## src/rtl/cw_pkg.sv

```systemverilog
// Shared types and constants for the CW symbol decoder.
package cw_pkg;

  typedef enum logic [1:0] {
    S_IDLE       = 2'd0,
    S_COLLECT    = 2'd1,
    S_EMIT_CHAR  = 2'd2,
    S_EMIT_SPACE = 2'd3
  } cw_state_t;

  typedef struct packed {
    logic dot;
    logic dash;
    logic char_sp;
    logic word_sp;
  } cw_edges_t;

  localparam logic [7:0] ASCII_SPACE = 8'h20;
  localparam logic [7:0] ASCII_QMARK = 8'h3F;
  localparam int         FIFO_DEPTH  = 4;
  localparam int         MAX_SYM_LEN = 6;

endpackage

```

## src/rtl/cw_morse_lut.sv

```systemverilog
// Morse lookup: element n lives in pattern bit n, dash = 1.
module cw_morse_lut (
  input  logic [2:0] len,
  input  logic [5:0] pattern,
  output logic [7:0] ascii,
  output logic       hit
);

  always_comb begin
    ascii = 8'h00;
    hit   = 1'b1;
    case ({len, pattern})
      {3'd2, 6'b000010}: ascii = 8'h41;
      {3'd4, 6'b000001}: ascii = 8'h42;
      {3'd4, 6'b000101}: ascii = 8'h43;
      {3'd3, 6'b000001}: ascii = 8'h44;
      {3'd1, 6'b000000}: ascii = 8'h45;
      {3'd4, 6'b000100}: ascii = 8'h46;
      {3'd3, 6'b000011}: ascii = 8'h47;
      {3'd4, 6'b000000}: ascii = 8'h48;
      {3'd2, 6'b000000}: ascii = 8'h49;
      {3'd4, 6'b001110}: ascii = 8'h4A;
      {3'd3, 6'b000101}: ascii = 8'h4B;
      {3'd4, 6'b000010}: ascii = 8'h4C;
      {3'd2, 6'b000011}: ascii = 8'h4D;
      {3'd2, 6'b000001}: ascii = 8'h4E;
      {3'd3, 6'b000111}: ascii = 8'h4F;
      {3'd4, 6'b000110}: ascii = 8'h50;
      {3'd4, 6'b001011}: ascii = 8'h51;
      {3'd3, 6'b000010}: ascii = 8'h52;
      {3'd3, 6'b000000}: ascii = 8'h53;
      {3'd1, 6'b000001}: ascii = 8'h54;
      {3'd3, 6'b000100}: ascii = 8'h55;
      {3'd4, 6'b001000}: ascii = 8'h56;
      {3'd3, 6'b000110}: ascii = 8'h57;
      {3'd4, 6'b001001}: ascii = 8'h58;
      {3'd4, 6'b001101}: ascii = 8'h59;
      {3'd4, 6'b000011}: ascii = 8'h5A;
      {3'd5, 6'b011111}: ascii = 8'h30;
      {3'd5, 6'b011110}: ascii = 8'h31;
      {3'd5, 6'b011100}: ascii = 8'h32;
      {3'd5, 6'b011000}: ascii = 8'h33;
      {3'd5, 6'b010000}: ascii = 8'h34;
      {3'd5, 6'b000000}: ascii = 8'h35;
      {3'd5, 6'b000001}: ascii = 8'h36;
      {3'd5, 6'b000011}: ascii = 8'h37;
      {3'd5, 6'b000111}: ascii = 8'h38;
      {3'd5, 6'b001111}: ascii = 8'h39;
      default:           hit   = 1'b0;
    endcase
  end

endmodule

```

## src/rtl/cw_symbol_decoder.sv

```systemverilog
// CW element/gap stream to ASCII characters, buffered in a
// small output FIFO.
module cw_symbol_decoder
  import cw_pkg::*;
(
  input  logic       clk,
  input  logic       rst,
  input  logic       dot_inp,
  input  logic       dash_inp,
  input  logic       char_space_inp,
  input  logic       word_space_inp,
  output logic [7:0] char_out,
  output logic       char_valid,
  input  logic       char_ready,
  output logic       sym_error,
  output logic       overflow
);

  localparam logic [2:0] LEN_MAX = 3'(MAX_SYM_LEN);
  localparam logic [2:0] CNT_MAX = 3'(FIFO_DEPTH);

  cw_state_t  state;
  cw_edges_t  prev;
  cw_edges_t  edges;
  logic [5:0] pattern;
  logic [2:0] len;
  logic       too_long;
  logic       space_pend;

  logic [5:0] app_pattern;
  logic [2:0] app_len;
  logic       app_long;
  logic       elem;
  logic       gap;

  logic [7:0] lut_ascii;
  logic       lut_hit;
  logic       bad_sym;
  logic       push;
  logic [7:0] push_data;

  logic [7:0] mem [FIFO_DEPTH];
  logic [1:0] wr_ptr;
  logic [1:0] rd_ptr;
  logic [2:0] count;
  logic       pop;
  logic       full;
  logic       do_push;

  cw_morse_lut u_lut (
    .len     (len),
    .pattern (pattern),
    .ascii   (lut_ascii),
    .hit     (lut_hit)
  );

  assign edges.dot     = dot_inp & ~prev.dot;
  assign edges.dash    = dash_inp & ~prev.dash;
  assign edges.char_sp = char_space_inp & ~prev.char_sp;
  assign edges.word_sp = word_space_inp & ~prev.word_sp;

  assign elem    = edges.dot | edges.dash;
  assign gap     = edges.char_sp | edges.word_sp;
  assign bad_sym = too_long | ~lut_hit;

  // Symbol state after appending the current element.
  always_comb begin
    app_pattern = pattern;
    app_len     = len;
    app_long    = too_long;
    if (len == LEN_MAX) begin
      app_long = 1'b1;
    end else begin
      app_pattern[len] = edges.dash;
      app_len          = len + 3'd1;
    end
  end

  always_comb begin
    push      = 1'b0;
    push_data = ASCII_SPACE;
    case (state)
      S_EMIT_CHAR: begin
        push      = 1'b1;
        push_data = bad_sym ? ASCII_QMARK : lut_ascii;
      end
      S_EMIT_SPACE: push = 1'b1;
      S_IDLE:       push = edges.word_sp & ~elem;
      default:      push = 1'b0;
    endcase
  end

  always_ff @(posedge clk) begin
    if (!rst) begin
      state      <= S_IDLE;
      prev       <= '0;
      pattern    <= '0;
      len        <= '0;
      too_long   <= 1'b0;
      space_pend <= 1'b0;
      sym_error  <= 1'b0;
    end else begin
      prev      <= {dot_inp, dash_inp, char_space_inp, word_space_inp};
      sym_error <= 1'b0;
      case (state)
        S_IDLE, S_COLLECT: begin
          if (elem) begin
            pattern  <= app_pattern;
            len      <= app_len;
            too_long <= app_long;
          end
          if ((elem || state == S_COLLECT) && gap) begin
            state      <= S_EMIT_CHAR;
            space_pend <= edges.word_sp;
          end else if (elem) begin
            state <= S_COLLECT;
          end
        end
        S_EMIT_CHAR: begin
          sym_error <= bad_sym;
          pattern   <= '0;
          len       <= '0;
          too_long  <= 1'b0;
          state     <= space_pend ? S_EMIT_SPACE : S_IDLE;
        end
        S_EMIT_SPACE: begin
          space_pend <= 1'b0;
          state      <= S_IDLE;
        end
        default: state <= S_IDLE;
      endcase
    end
  end

  assign char_valid = (count != 3'd0);
  assign char_out   = mem[rd_ptr];
  assign pop        = char_valid & char_ready;
  assign full       = (count == CNT_MAX);
  // A pop frees the slot this cycle, so a full FIFO still takes the push.
  assign do_push    = push & (~full | pop);

  always_ff @(posedge clk) begin
    if (!rst) begin
      for (int i = 0; i < FIFO_DEPTH; i++) mem[i] <= 8'h00;
      wr_ptr   <= '0;
      rd_ptr   <= '0;
      count    <= '0;
      overflow <= 1'b0;
    end else begin
      if (push && !do_push) overflow <= 1'b1;
      if (do_push) begin
        mem[wr_ptr] <= push_data;
        wr_ptr      <= wr_ptr + 2'd1;
      end
      if (pop) rd_ptr <= rd_ptr + 2'd1;
      case ({do_push, pop})
        2'b10:   count <= count + 3'd1;
        2'b01:   count <= count - 3'd1;
        default: count <= count;
      endcase
    end
  end

endmodule

```

## config.mk

```make
export PLATFORM = sky130hd
export DESIGN_NAME = cw_symbol_decoder
export DESIGN_NICKNAME = d
export VERILOG_FILES = /design/src/rtl/cw_pkg.sv /design/src/rtl/cw_morse_lut.sv /design/src/rtl/cw_symbol_decoder.sv
export SDC_FILE = /design/constraint.sdc
export NUM_CORES = 1
export LEC_CHECK = 0
export CAP_MARGIN = 20
export CORE_MARGIN = 3
export CORE_UTILIZATION = 46
export DETAILED_ROUTE_END_ITERATION = 8
export PLACE_DENSITY_LB_ADDON = 0.12
export SLEW_MARGIN = 20
export SYNTH_ARGS = -nofsm -noshare
export SYNTH_HDL_FRONTEND = slang
export SYNTH_HIERARCHICAL = 1
export SYNTH_SLANG_ARGS = --single-unit
```

## constraint.sdc

```tcl
create_clock -name clk -period 2.94 [get_ports clk]
set_input_delay 0.882 -clock clk [delete_from_list [all_inputs] [get_ports clk]]
set_output_delay 0.882 -clock clk [all_outputs]
set_load 0.01 [all_outputs]
```

## After elaboration in Yosys (flattened, before gate mapping)

Memory sizes are Yosys's and may differ from the RTL's. A register that Yosys moved wholly into a read port is not among the register bits.
Cells that the tools add are included.

- Bitwise logic cells: 18
- Order comparisons: 2
- Equality and inequality tests: 48
- Reduce and logical (&&, ||, !) cells: 18
- Mux-type cells: 33
- Add/subtract/negate cells: 5

Operators by type and width:

| cell | count |
|---|---|
| 7-bit case mux with 36 select lines | 1 |
| 9-bit equality test, second input constant | 22 |
| 9-bit by 8-bit equality test with 1-bit output, second input constant | 12 |
| 36-bit OR reduction | 1 |
| 8-bit two-way mux | 3 |
| 9-bit by 7-bit equality test with 1-bit output, second input constant | 2 |
| 2-bit two-way mux | 6 |
| 6-bit two-way mux | 2 |
| 3-bit case mux with 2 select lines | 2 |
| 6-bit case mux with 2 select lines | 1 |
| 1-bit two-way mux | 10 |
| 2-bit inequality test, second input constant | 4 |
| 8-bit OR reduction | 1 |
| 1-bit AND | 7 |
| 1-bit NOT | 7 |
| 3-bit by 1-bit adder with 3-bit output, second input constant | 2 |
| 6-bit bitwise mux | 1 |
| 2-bit equality test, second input constant | 3 |
| 3-bit equality test, second input constant | 2 |
| 3-bit two-way mux | 2 |
| 1-bit case mux with 2 select lines | 3 |
| 2-bit case mux with 3 select lines | 1 |
| 3-bit AND reduction | 2 |
| 2-bit nonzero test | 3 |
| 15 further kinds | 24 |

- Memories: 1
- RAM bits: 32
- Output and inout bits: 11
- Bits of input ports: 7
- Bits in registers: 26

Memory list:

| memory | depth | bits a word | rd ports | clocked after memory_dff | wr ports | RTL line | RTL |
|---|---|---|---|---|---|---|---|
| mem | 4 | 8 | 1 | 1 | 4 | cw_symbol_decoder.sv:42 | `logic [7:0] mem [FIFO_DEPTH];` |

## Longest topological paths before layout

- Depth in word-level cells: 12
- Gate-level depth with buffers: 11

## By module

The synthesis kept the hierarchy.

By module, submodules not included:

| module | cells each | instances | area an instance (µm²) |
|---|---|---|---|
| cw_symbol_decoder | 236 | 1 | 2,713.9 |
| cw_morse_lut | 118 | 1 | 744.5 |

## Least setup slack after synthesis

No wires, ideal clock.

- Kind: input port to flip-flop
- Start point: input port char_ready
- End point: register count[2]
- Path slack: 177 ps
- Buffers on the path: 0
- Data arrival time: 2,693 ps
- Stages on the path: 8
- Library setup time: 71 ps
- Path through: or4b_4 -> nand2_2 -> ha_1 -> inv_1 -> fa_1 -> xor2_1 -> or3_1 -> a21oi_1

- Cells in the longest elaborated chain, start to end: 5
- Elaborated cells on any way between the ends: 7

RTL lines:

| element | RTL line | RTL |
|---|---|---|
| start, declared | cw_symbol_decoder.sv:14 | `input logic char_ready,` |
| 1-bit AND (*) | cw_symbol_decoder.sv:137 | `assign pop = char_valid & char_ready;` |
| 1-bit OR | cw_symbol_decoder.sv:140 | `assign do_push = push & (~full \| pop);` |
| 1-bit AND | cw_symbol_decoder.sv:140 |  |
| 2-bit by 1-bit equality test with 1-bit output / 2-bit equality test (equally long branches) | cw_symbol_decoder.sv:156 | `case ({do_push, pop})` |
| 3-bit case mux with 2 select lines / 2-bit nonzero test (equally long branches) | -- |  |
| end signal, assigned | cw_symbol_decoder.sv:157 | `2'b10: count <= count + 3'd1;` |
| end signal, assigned | cw_symbol_decoder.sv:158 | `2'b01: count <= count - 3'd1;` |
| end signal, assigned | cw_symbol_decoder.sv:159 | `default: count <= count;` |
| end, declared | cw_symbol_decoder.sv:45 | `logic [2:0] count;` |

Every way passes the cells marked *; elsewhere a longest branch is shown, timed or not.
A chain may end at the register's enable or synchronous reset.

## Final worst setup path

Ends and elaborated chain as after synthesis.

==> flow_summary.toml <==
[floorplan]
die_h_um = 92.7
start_util_pct = 49.0
ios = 18
fp.dieW_um = 92.7
coreArea_sq_um = 7060
num_rows = 30
dieArea_sq_um = 8590

[critical_path]
worstRegToRegCells = 8
crit_path_end_kind = "flip-flop"
slowest_stage = "or4b_4"
timing.critical_path.required_ns = 3.21
cp_cell_sequence = "clkdlybuf4s50_1, or4b_4, nand2_2, ha_1, inv_1, fa_1, xor2_1, or3_1, a21oi_1"
arrival_ns = 3.05
crit_fanout = 2
cpPeakStageDelay_ns = 0.50
criticalPathCategory = "primary input to flip-flop"
start_kind = "primary input"

[yosys]
yosysWarnings = 6
synth_top_area_cell = "edfxtp_1"
synth_edf_count = 32
synth.distinct_cells = 70
post_synth.cell_area_avg_sq_um = 9.77
netlist.area_leader.share_pct = 27.8
yosysSeqAreaShare_pct = 44.0
synth_nets = 365
synth.cell_area_sq_um = 3460
netlist_top_cells_area = "edfxtp_1, dfxtp_1, mux4_2"
ys_ff_latch = 60
synth_cells = 354
synth_top_flop_cell = "edfxtp_1"
synthArstFlopShare_pct = 0

[route]
vias = 2775
postRouteAntennaNets = 0
wl_met1_um = 3410
wl_met3_um = 341
drtIter0Drc = 243
dr.max_layer_used = "met4"
drcViolationCount = 0
wire_per_inst_um = 15.3
drt_pass1_iterations = 4
met2_length_um = 3610
wirelength_um = 7450
via_per_inst = 5.70

[sta]
layout_setup_ws_ns = 0.153
setup_tns_ns = 0
grt_setup_unrepaired = "no"
hold_violations = 0
skew_ns = 0.00746
slew_headroom_pct = 60.7
setup_violations = 0
finalMaxSlewViolations = 0
timing.fmax_mhz = 359
min_period_ns = 2.79
tightest_slew_ns = 0.589
post-route-period-util_pct = 94.8

[min_path]
hp-class = "flip-flop to flip-flop"
hold_depth = 2

[layout]
drive_gt1_share_pct = 19.9
fin_nets = 397
synthToLayoutAreaGrowth_pct = 16.1
final_cells = 487
antenna_cells = 0
finish.instance_area_sq_um = 4020

[placement]
dp.cells = 471
post-place-ws_ns = -0.183
dpl_cell_area_sq_um = 3840
place.gp.congestion = 0.880
hpwl_um = 5330
port-buffer-count = 17

[status]
status = "finished clean"

[grt]
grt_max_degree = 20
overflow = 0
track_usage_pct = 18.6
grt_pass1_vias = 2656
grt_pass1_wl_um = 12800
antenna_found_initial = 0

[clock_network]
cts_tree = "yes"
post_cts_resize_count = 0
cts_setup_buffers = 0
clkSinkCount = 60
clock_latency_ns = 0.33
clockBufferDepth = 2
cts.clk_slew.worst_paths_ns = 0.07
cts-root-buf = "clkbuf_8"
numCtsBuffers = 9
htreeDepth = 3
hold_buffers = 0

[power_and_ir_drop]
power_density_nw_per_um2 = 630
irDropWorstVdd_v = 0.000461
p_leak_nw = 1.49

[job]
maxCapViolCount = 0
==> metrics by stage <==
| step | total power, mW | util [%] | hold slack [ns] |
|---|---|---|---|
| 2_1_floorplan | 1.61 | - | 0.454 |
| 3_3_place_gp | 1.89 | 54.4 | 0.454 |
| 3_5_place_dp | 1.90 | 54.4 | 0.467 |
| 4_1_cts | 2.55 | 56.9 | 0.486 |
| 5_1_grt | 2.69 | 56.9 | 0.525 |
| 6_report | 2.53 | 56.9 | 0.483 |
==> metal layers <==
layer | vias to the layer above | track usage, %
met5 | - | 0
met4 | 0 | 5.62
met3 | 11 | 3.90
met2 | 75 | 30.0
met1 | 1313 | 25.1
li1 | 1376 | -
==> power breakdown <==
group          switching, mW  internal [mW]  total (mW)
clock network          0.338          0.309       0.647
registers             0.0950          0.973        1.07
logic                  0.402          0.412       0.814
==> logic make-up (layout without fill, tap and decap cells) <==
family | after synthesis | in the layout | share of synthesized area, %
AND/OR/NAND/NOR | 161 | 161 | 26.6
adder cells (fa/ha/maj) | 4 | 4 | 1.66
XOR/XNOR | 5 | 5 | 1.27
flip-flops | 60 | 60 | 44.0
multiplexers | 13 | 13 | 6.66
AO/OA/AOI/OAI | 69 | 69 | 14.1
other | 1 | 1 | 0.108
buffers and inverters | 41 | 78 | 5.64
==> layout by cell type, fill, tap and decap left out, types with 4 or more instances in the layout <==
| cell | synthesis | routed |
|---|---|---|
| nand3_1 | 24 | 24 |
| mux4_2 | 8 | 8 |
| dfxtp_1 | 28 | 28 |
| nand2b_1 | 9 | 9 |
| nor2b_1 | 6 | 6 |
| or3_1 | 6 | 6 |
| nor2_2 | 5 | 5 |
| a32oi_1 | 6 | 6 |
| and2_1 | 4 | 4 |
| nand2_1 | 19 | 19 |
| inv_1 | 16 | 16 |
| buf_4 | 2 | 27 |
| mux2i_1 | 5 | 5 |
| nor2_1 | 39 | 39 |
| a21oi_1 | 13 | 13 |
| clkbuf_8 | 0 | 9 |
| o21ai_0 | 16 | 16 |
| a211oi_1 | 5 | 5 |
| edfxtp_1 | 32 | 32 |
| clkdlybuf4s50_1 | 0 | 17 |
| nand4_1 | 6 | 6 |
| nor3_1 | 11 | 11 |
| nand3b_1 | 4 | 4 |
==> layout make-up <==
class	count	area [sq um]
fillers	681	3040
multi-input cells	253	1740
flip-flops and latches	60	1520
repair buffers	45	393
clock buffers	9	124
well taps	96	120
inverters	17	63.8
clock inverters	7	52.6
==> worst max-delay path, delay by kind of cell <==
| kind | cells | cell delay (ns) |
|---|---|---|
| fa+ha+maj | 2 | 0.53 |
| simple gates | 3 | 0.89 |
| xor+xnor | 1 | 0.16 |
| buf+inv | 2 | 0.46 |
| compound gates | 1 | 0.14 |
==> path summary, 6_finish.rpt <==
check | startpoint | slack (ns) | to
max reg2reg | len[2] | 0.25 | mem[2][0]
min | overflow | 0.48 | overflow
max | char_ready | 0.15 | count[2]
min reg2reg | overflow | 0.48 | overflow
==> flip-flops by register name, summed over array words and instances (netlist names), named ones only <==
signal      cells
count           3
len             3
mem            32
overflow        1
pattern         6
prev            4
rd_ptr          2
space_pend      1
state           2
sym_error       1
too_long        1
wr_ptr          2
==> Yosys cell counts, drive strengths merged (4+ instances only) <==
library cell,count
nor3b,5
mux2i,5
nor4,4
nand3,24
nor4b,4
edfxtp,32
nor2b,6
and2,4
buf,21
nand2b,10
a21oi,14
a211oi,5
o21ai,17
or3,6
nor2,45
nand2,20
inv,17
a32oi,6
mux4,8
nand3b,4
nor3,12
dfxtp,28
nand4,6
No activity file was read; power rests on OpenSTA's default activity.
